$ cat config.mk
export PLATFORM = sky130hd
export DESIGN_NAME = pulse_stretch
export DESIGN_NICKNAME = d
export VERILOG_FILES = /design/src/rtl/game_pkg.sv /design/src/rtl/sat_counter.sv /design/src/rtl/pulse_stretch.sv
export SDC_FILE = /design/constraint.sdc
export NUM_CORES = 1
export LEC_CHECK = 0
export CORE_MARGIN = 2
export CORE_UTILIZATION = 25
export CTS_BUF_LIST = sky130_fd_sc_hd__clkbuf_16
export DETAILED_ROUTE_END_ITERATION = 16
export HOLD_SLACK_MARGIN = 0.02
export PLACE_DENSITY = 0.51
export REMOVE_ABC_BUFFERS = 1
export SKIP_CTS_REPAIR_TIMING = 1
export SLEW_MARGIN = 20
export SYNTH_ARGS = -nofsm -noshare
export SYNTH_HDL_FRONTEND = slang
export SYNTH_HIERARCHICAL = 1
export SYNTH_SLANG_ARGS = --single-unit
$ cat constraint.sdc
create_clock -name clk -period 3 [get_ports clk]
set_input_delay 0.6 -clock clk [delete_from_list [all_inputs] [get_ports clk]]
set_output_delay 0.6 -clock clk [all_outputs]
set_load 0.1 [all_outputs]
$ cat src/rtl/game_pkg.sv
// Shared game constants and the pulse stretcher state encoding.
// Default timings assume the 10 MHz board clock; override per game here.
package game_pkg;

   typedef enum logic [1:0] {
      IDLE = 2'd0,
      ON   = 2'd1,
      GAP  = 2'd2
   } stretch_state_t;

   localparam int DEF_ON_CYCLES   = 5_000_000;
   localparam int DEF_GAP_CYCLES  = 2_500_000;
   localparam int DEF_MAX_PENDING = 7;

   function automatic int max2(input int a, input int b);
      return (a > b) ? a : b;
   endfunction

endpackage

$ cat src/rtl/sat_counter.sv
// Saturating up/down counter. Simultaneous inc and dec cancel, so the count
// never wraps in either direction.
module sat_counter #(
   parameter int MAX = 7
) (
   input  logic                         clk,
   input  logic                         rst_n,
   input  logic                         i_inc,
   input  logic                         i_dec,
   output logic [$clog2(MAX+1)-1:0]     o_count,
   output logic                         o_full,
   output logic                         o_empty
);

   localparam int W = $clog2(MAX + 1);

   logic [W-1:0] r_cnt;
   logic         w_full;
   logic         w_empty;

   assign w_full  = (r_cnt == W'(MAX));
   assign w_empty = (r_cnt == '0);

   always_ff @(posedge clk or negedge rst_n) begin
      if (!rst_n)
         r_cnt <= '0;
      else if (i_inc && !i_dec && !w_full)
         r_cnt <= r_cnt + W'(1);
      else if (i_dec && !i_inc && !w_empty)
         r_cnt <= r_cnt - W'(1);
   end

   assign o_count = r_cnt;
   assign o_full  = w_full;
   assign o_empty = w_empty;

endmodule

$ cat src/rtl/pulse_stretch.sv
// Stretches one-cycle event strobes into ON-high / GAP-low level phases.
// Event backlog counter is built only when PULSE_STRETCH_QUEUE_EN is defined.
module pulse_stretch
   import game_pkg::*;
#(
   parameter int ON_CYCLES   = DEF_ON_CYCLES,
   parameter int GAP_CYCLES  = DEF_GAP_CYCLES,
   parameter int MAX_PENDING = DEF_MAX_PENDING
) (
   input  logic                               clk,
   input  logic                               reset,
   input  logic                               pulse_in,
   output logic                               level_out,
   output logic                               busy,
   output logic [$clog2(MAX_PENDING+1)-1:0]   pending,
   output logic                               overflow
);

   localparam int CNT_MAX = max2(ON_CYCLES, GAP_CYCLES);
   localparam int CW      = (CNT_MAX > 1) ? $clog2(CNT_MAX) : 1;
   localparam logic [CW-1:0] ON_LD  = CW'(ON_CYCLES - 1);
   localparam logic [CW-1:0] GAP_LD = CW'(GAP_CYCLES - 1);

   stretch_state_t r_state, w_nstate;
   logic [CW-1:0]  r_cnt, w_ncnt;
   logic           r_level, r_busy;
   logic           w_pend_nz;

`ifdef PULSE_STRETCH_QUEUE_EN
   logic w_inc, w_dec, w_full, w_empty;
   logic r_ovf;
`endif

   always_comb begin
      w_nstate = r_state;
      w_ncnt   = r_cnt;
`ifdef PULSE_STRETCH_QUEUE_EN
      w_inc    = 1'b0;
      w_dec    = 1'b0;
`endif
      case (r_state)
         IDLE: begin
            if (pulse_in) begin
               w_nstate = ON;
               w_ncnt   = ON_LD;
            end
         end
         ON: begin
`ifdef PULSE_STRETCH_QUEUE_EN
            w_inc = pulse_in;
`endif
            if (r_cnt == '0) begin
               w_nstate = GAP;
               w_ncnt   = GAP_LD;
            end else begin
               w_ncnt = r_cnt - CW'(1);
            end
         end
         GAP: begin
            if (r_cnt != '0) begin
               w_ncnt = r_cnt - CW'(1);
`ifdef PULSE_STRETCH_QUEUE_EN
               w_inc  = pulse_in;
`endif
            end else if (w_pend_nz || pulse_in) begin
               // A backlog entry wins the restart; a same-cycle pulse then
               // takes its place in the backlog instead.
               w_nstate = ON;
               w_ncnt   = ON_LD;
`ifdef PULSE_STRETCH_QUEUE_EN
               w_dec    = w_pend_nz;
               w_inc    = pulse_in & w_pend_nz;
`endif
            end else begin
               w_nstate = IDLE;
            end
         end
         default: begin
            w_nstate = IDLE;
            w_ncnt   = '0;
         end
      endcase
   end

   always_ff @(posedge clk or negedge reset) begin
      if (!reset) begin
         r_state <= IDLE;
         r_cnt   <= '0;
         r_level <= 1'b0;
         r_busy  <= 1'b0;
      end else begin
         r_state <= w_nstate;
         r_cnt   <= w_ncnt;
         r_level <= (w_nstate == ON);
         r_busy  <= (w_nstate != IDLE);
      end
   end

   assign level_out = r_level;
   assign busy      = r_busy;

`ifdef PULSE_STRETCH_QUEUE_EN
   sat_counter #(
      .MAX (MAX_PENDING)
   ) u_pending (
      .clk     (clk),
      .rst_n   (reset),
      .i_inc   (w_inc),
      .i_dec   (w_dec),
      .o_count (pending),
      .o_full  (w_full),
      .o_empty (w_empty)
   );

   assign w_pend_nz = ~w_empty;

   always_ff @(posedge clk or negedge reset) begin
      if (!reset)
         r_ovf <= 1'b0;
      else
         r_ovf <= w_inc & w_full & ~w_dec;
   end

   assign overflow = r_ovf;
`else
   assign w_pend_nz = 1'b0;
   assign pending   = '0;
   assign overflow  = 1'b0;
`endif

endmodule
==> out/qor.csv <==
stage,metric,value,unit
clocking,cts_buffers,3,
finish,fillers,695,
pwr,clock_power_share,28.4,%
timing,slew_violations,0,
clocking,cts_sinks,27,
floorplan,die_area,0.00749,sq mm
synth,yosys.area.top_type,dfrtp_1,
clocking,cts_tree,done,
clocking,htree_levels,1,
pwr,seq_power_share,50.2,%
pwr,power_density,576,mW/mm^2
timing,setup_viol,0,
routing,drcViolationCount,0,
hold_path,min_from,r_cnt[20],
global_route,grt_overflow_total,0,
floorplan,dieHeight,86.5,um
pwr,power.switching,375,uW
routing,vias,1426,
global_route,grt_pass1_vias,1303,
setup_path,start_kind,register,
setup_path,end_kind,register,
timing,relSlewSlack,50.5,%
finish,drive_above_1_share,12.1,%
timing,fmax,413,MHz
setup_path,crit_arrival,2.58,ns
synth,async_flop_share,100,%
synth,netlist_area,0.00170,sq mm
synth,netlist_instances,185,
synth,yosysSeqAreaShare,39.7,%
setup_path,crit_slowest_cell,nor4_1,
timing,clock_skew,0.00479,ns
synth,synth_area_leaders,"dfrtp_1 40%, nor3_1 5.0%, xnor2_1 4.1%",
clocking,clockRootBuffer,clkbuf_16,
floorplan,rows,30,
global_route,grt_use_total,12.0,%
pwr,swShare,34.3,%
synth,synth_ff_type,dfrtp_1,
status,outcome,"complete, no violations",
synth,synth-edff-count,0,
timing,period_needed,2.42,ns
synth,synth.ff_latch_count,27,
synth,synth_warnings,6,
timing,rsz0062_at_grt,no,
setup_path,reg2regPathDepth,5,
synth,yosys.area.top_type_share,39.7,%
routing,ant_nets,0,
routing,firstDrtPassIters,4,
floorplan,top_level_ports,9,
synth,synth_commonest_cells,"27 x dfrtp_1, 17 x nor3_1, 13 x nand2_1",
placement,dp_cells,266,
synth,syn-mean-instance-area,9.20,sq um
placement,dp_hpwl,3250,um
setup_path,path_cells,nor4_1 > nand2_1 > o21ai_0 > nor3_1 > a211o_1,
clocking,insertion_delay,0.26,ns
setup_path,critPathKind,reg2reg,
floorplan,die_x,86.5,um
floorplan,initial_core_util,25.5,%
finish,n_antenna_cell,0,
timing,worst_slew_pin_slew,0.736,ns
global_route,grt_max_degree,28,
timing,fin_tns_setup,0,ns
setup_path,worst_path_largest_cell_delay,0.64,ns
setup_path,reg2reg_from,r_cnt[13],
flow_run,drv_cap,0,
routing,routed_wl,4330,um
synth,yosysUniqueCellTypes,48,
synth,synth.most_common_cell,dfrtp_1,
pwr,vdd.ir_drop.worst,202,uV
setup_path,crit_fanout,6,
finish,syn_to_final_growth,11.5,%
routing,wl_per_cell,16.0,um
pwr,cellLeakagePower,0.000735,uW
global_route,antenna_found_initial,0,
floorplan,coreArea,0.00668,sq mm
global_route,grt_pass1_wl,7020,um
placement,globalplace.congestion,0.907,
finish,finalNonFillerCells,270,
clocking,cts.clk_slew.worst_paths,0.07,ns
finish,final_nets,196,
placement,io_buffers,4,
routing,viasPerCell,5.28,
setup_path,cp-startpoint,r_cnt[13],
hold_path,min_path_type,reg2reg,
clocking,cts.path.max_buffers,2,
setup_path,required,3.15,ns
routing,drt_iter0_drc,112,
hold_path,hold_depth,1,
pwr,p_int,719,uW
timing,hold_ws,0.538,ns
timing,hold_violations,0,
timing,fin_crit_sh,80.7,%
pwr,power_frac_comb,21.3,%
-- worst paths after layout --
| check | endpoint | slack [ns] |
|---|---|---|
| max | r_cnt[15] | 0.58 |
| min | r_cnt[20] | 0.54 |
| max reg2reg | r_cnt[15] | 0.58 |
| min reg2reg | r_cnt[20] | 0.54 |
| max in group asynchronous | r_cnt[5] | 2.02 |
| min in group asynchronous | r_cnt[20] | 0.72 |
-- power by group through the flow --
| stage | Sequential [uW] | Combinational (uW) | Clock, uW |
|---|---|---|---|
| after floorplan | 526 | 187 | 0 |
| after global placement | 554 | 230 | 0 |
| after detailed placement | 555 | 230 | 0 |
| after CTS | 549 | 233 | 324 |
| after global routing | 561 | 259 | 335 |
| final | 550 | 233 | 311 |
-- layer usage --
layer / global-route usage, % / wire (um) / share of wire (%)
met5: 0 / 0 / 0
met2: 18.6 / 2010 / 46
met1: 16.6 / 2060 / 48
met3: 2.00 / 145 / 3.3
met4: 5.26 / 117 / 2.7
-- logic make-up after synthesis --
kind of cell	share of synthesized area [%]
and+or+nand+nor	25.6
adders and majority gates	2.06
buffers and inverters	4.41
AOI/OAI and AO/OA	21.3
xor gates and xnor gates	6.69
DFF	39.7
other	0.220
-- final cells by class --
cell class | instances | area [sq um] | share of cell area (%)
clock buffer | 3 | 75.1 | 3.95
clock inverter | 1 | 5.00 | 0.264
inverter | 8 | 30.0 | 1.58
multi-input combinational | 145 | 963 | 50.7
sequential | 27 | 676 | 35.6
tap | 80 | 100 | 5.27
timing repair buffer | 6 | 50.0 | 2.64
-- per-stage QoR --
stage	power, uW	setup slack, ns	utilization [%]	cell area, sq um
floorplan	713	0.908	-	1670
global placement	784	0.596	27.2	1820
detailed placement	785	0.604	27.2	1820
CTS	1110	0.590	28.4	1900
global route	1150	0.346	28.4	1900
finish	1090	0.578	28.4	1900
-- flip-flops by register name, summed over array words and instances, names as in the netlist --
name / flops
level_out: 1
r_state: 2
r_cnt: 23
busy: 1
-- cell usage in the layout (no fill, tap or decap), types with 4 or more instances in the layout --
master,count
nand2_1,13
or2_2,4
o22ai_1,6
xnor2_1,8
buf_4,4
dfrtp_1,27
a22oi_1,5
nor2_1,11
conb_1,4
a21oi_1,6
inv_1,8
nor3_1,17
xor2_1,5
o21ai_0,7
and3_1,5
a211oi_1,8
nor4_1,4
-- critical path, delay by kind of cell, from the launching register on --
| kind | cells | cell delay, ns |
|---|---|---|
| DFF | 1 | 0.44 |
| and+or+nand+nor | 3 | 1.04 |
| AOI/OAI and AO/OA | 2 | 0.82 |
Note: power is estimated with default switching activity, not from simulation.
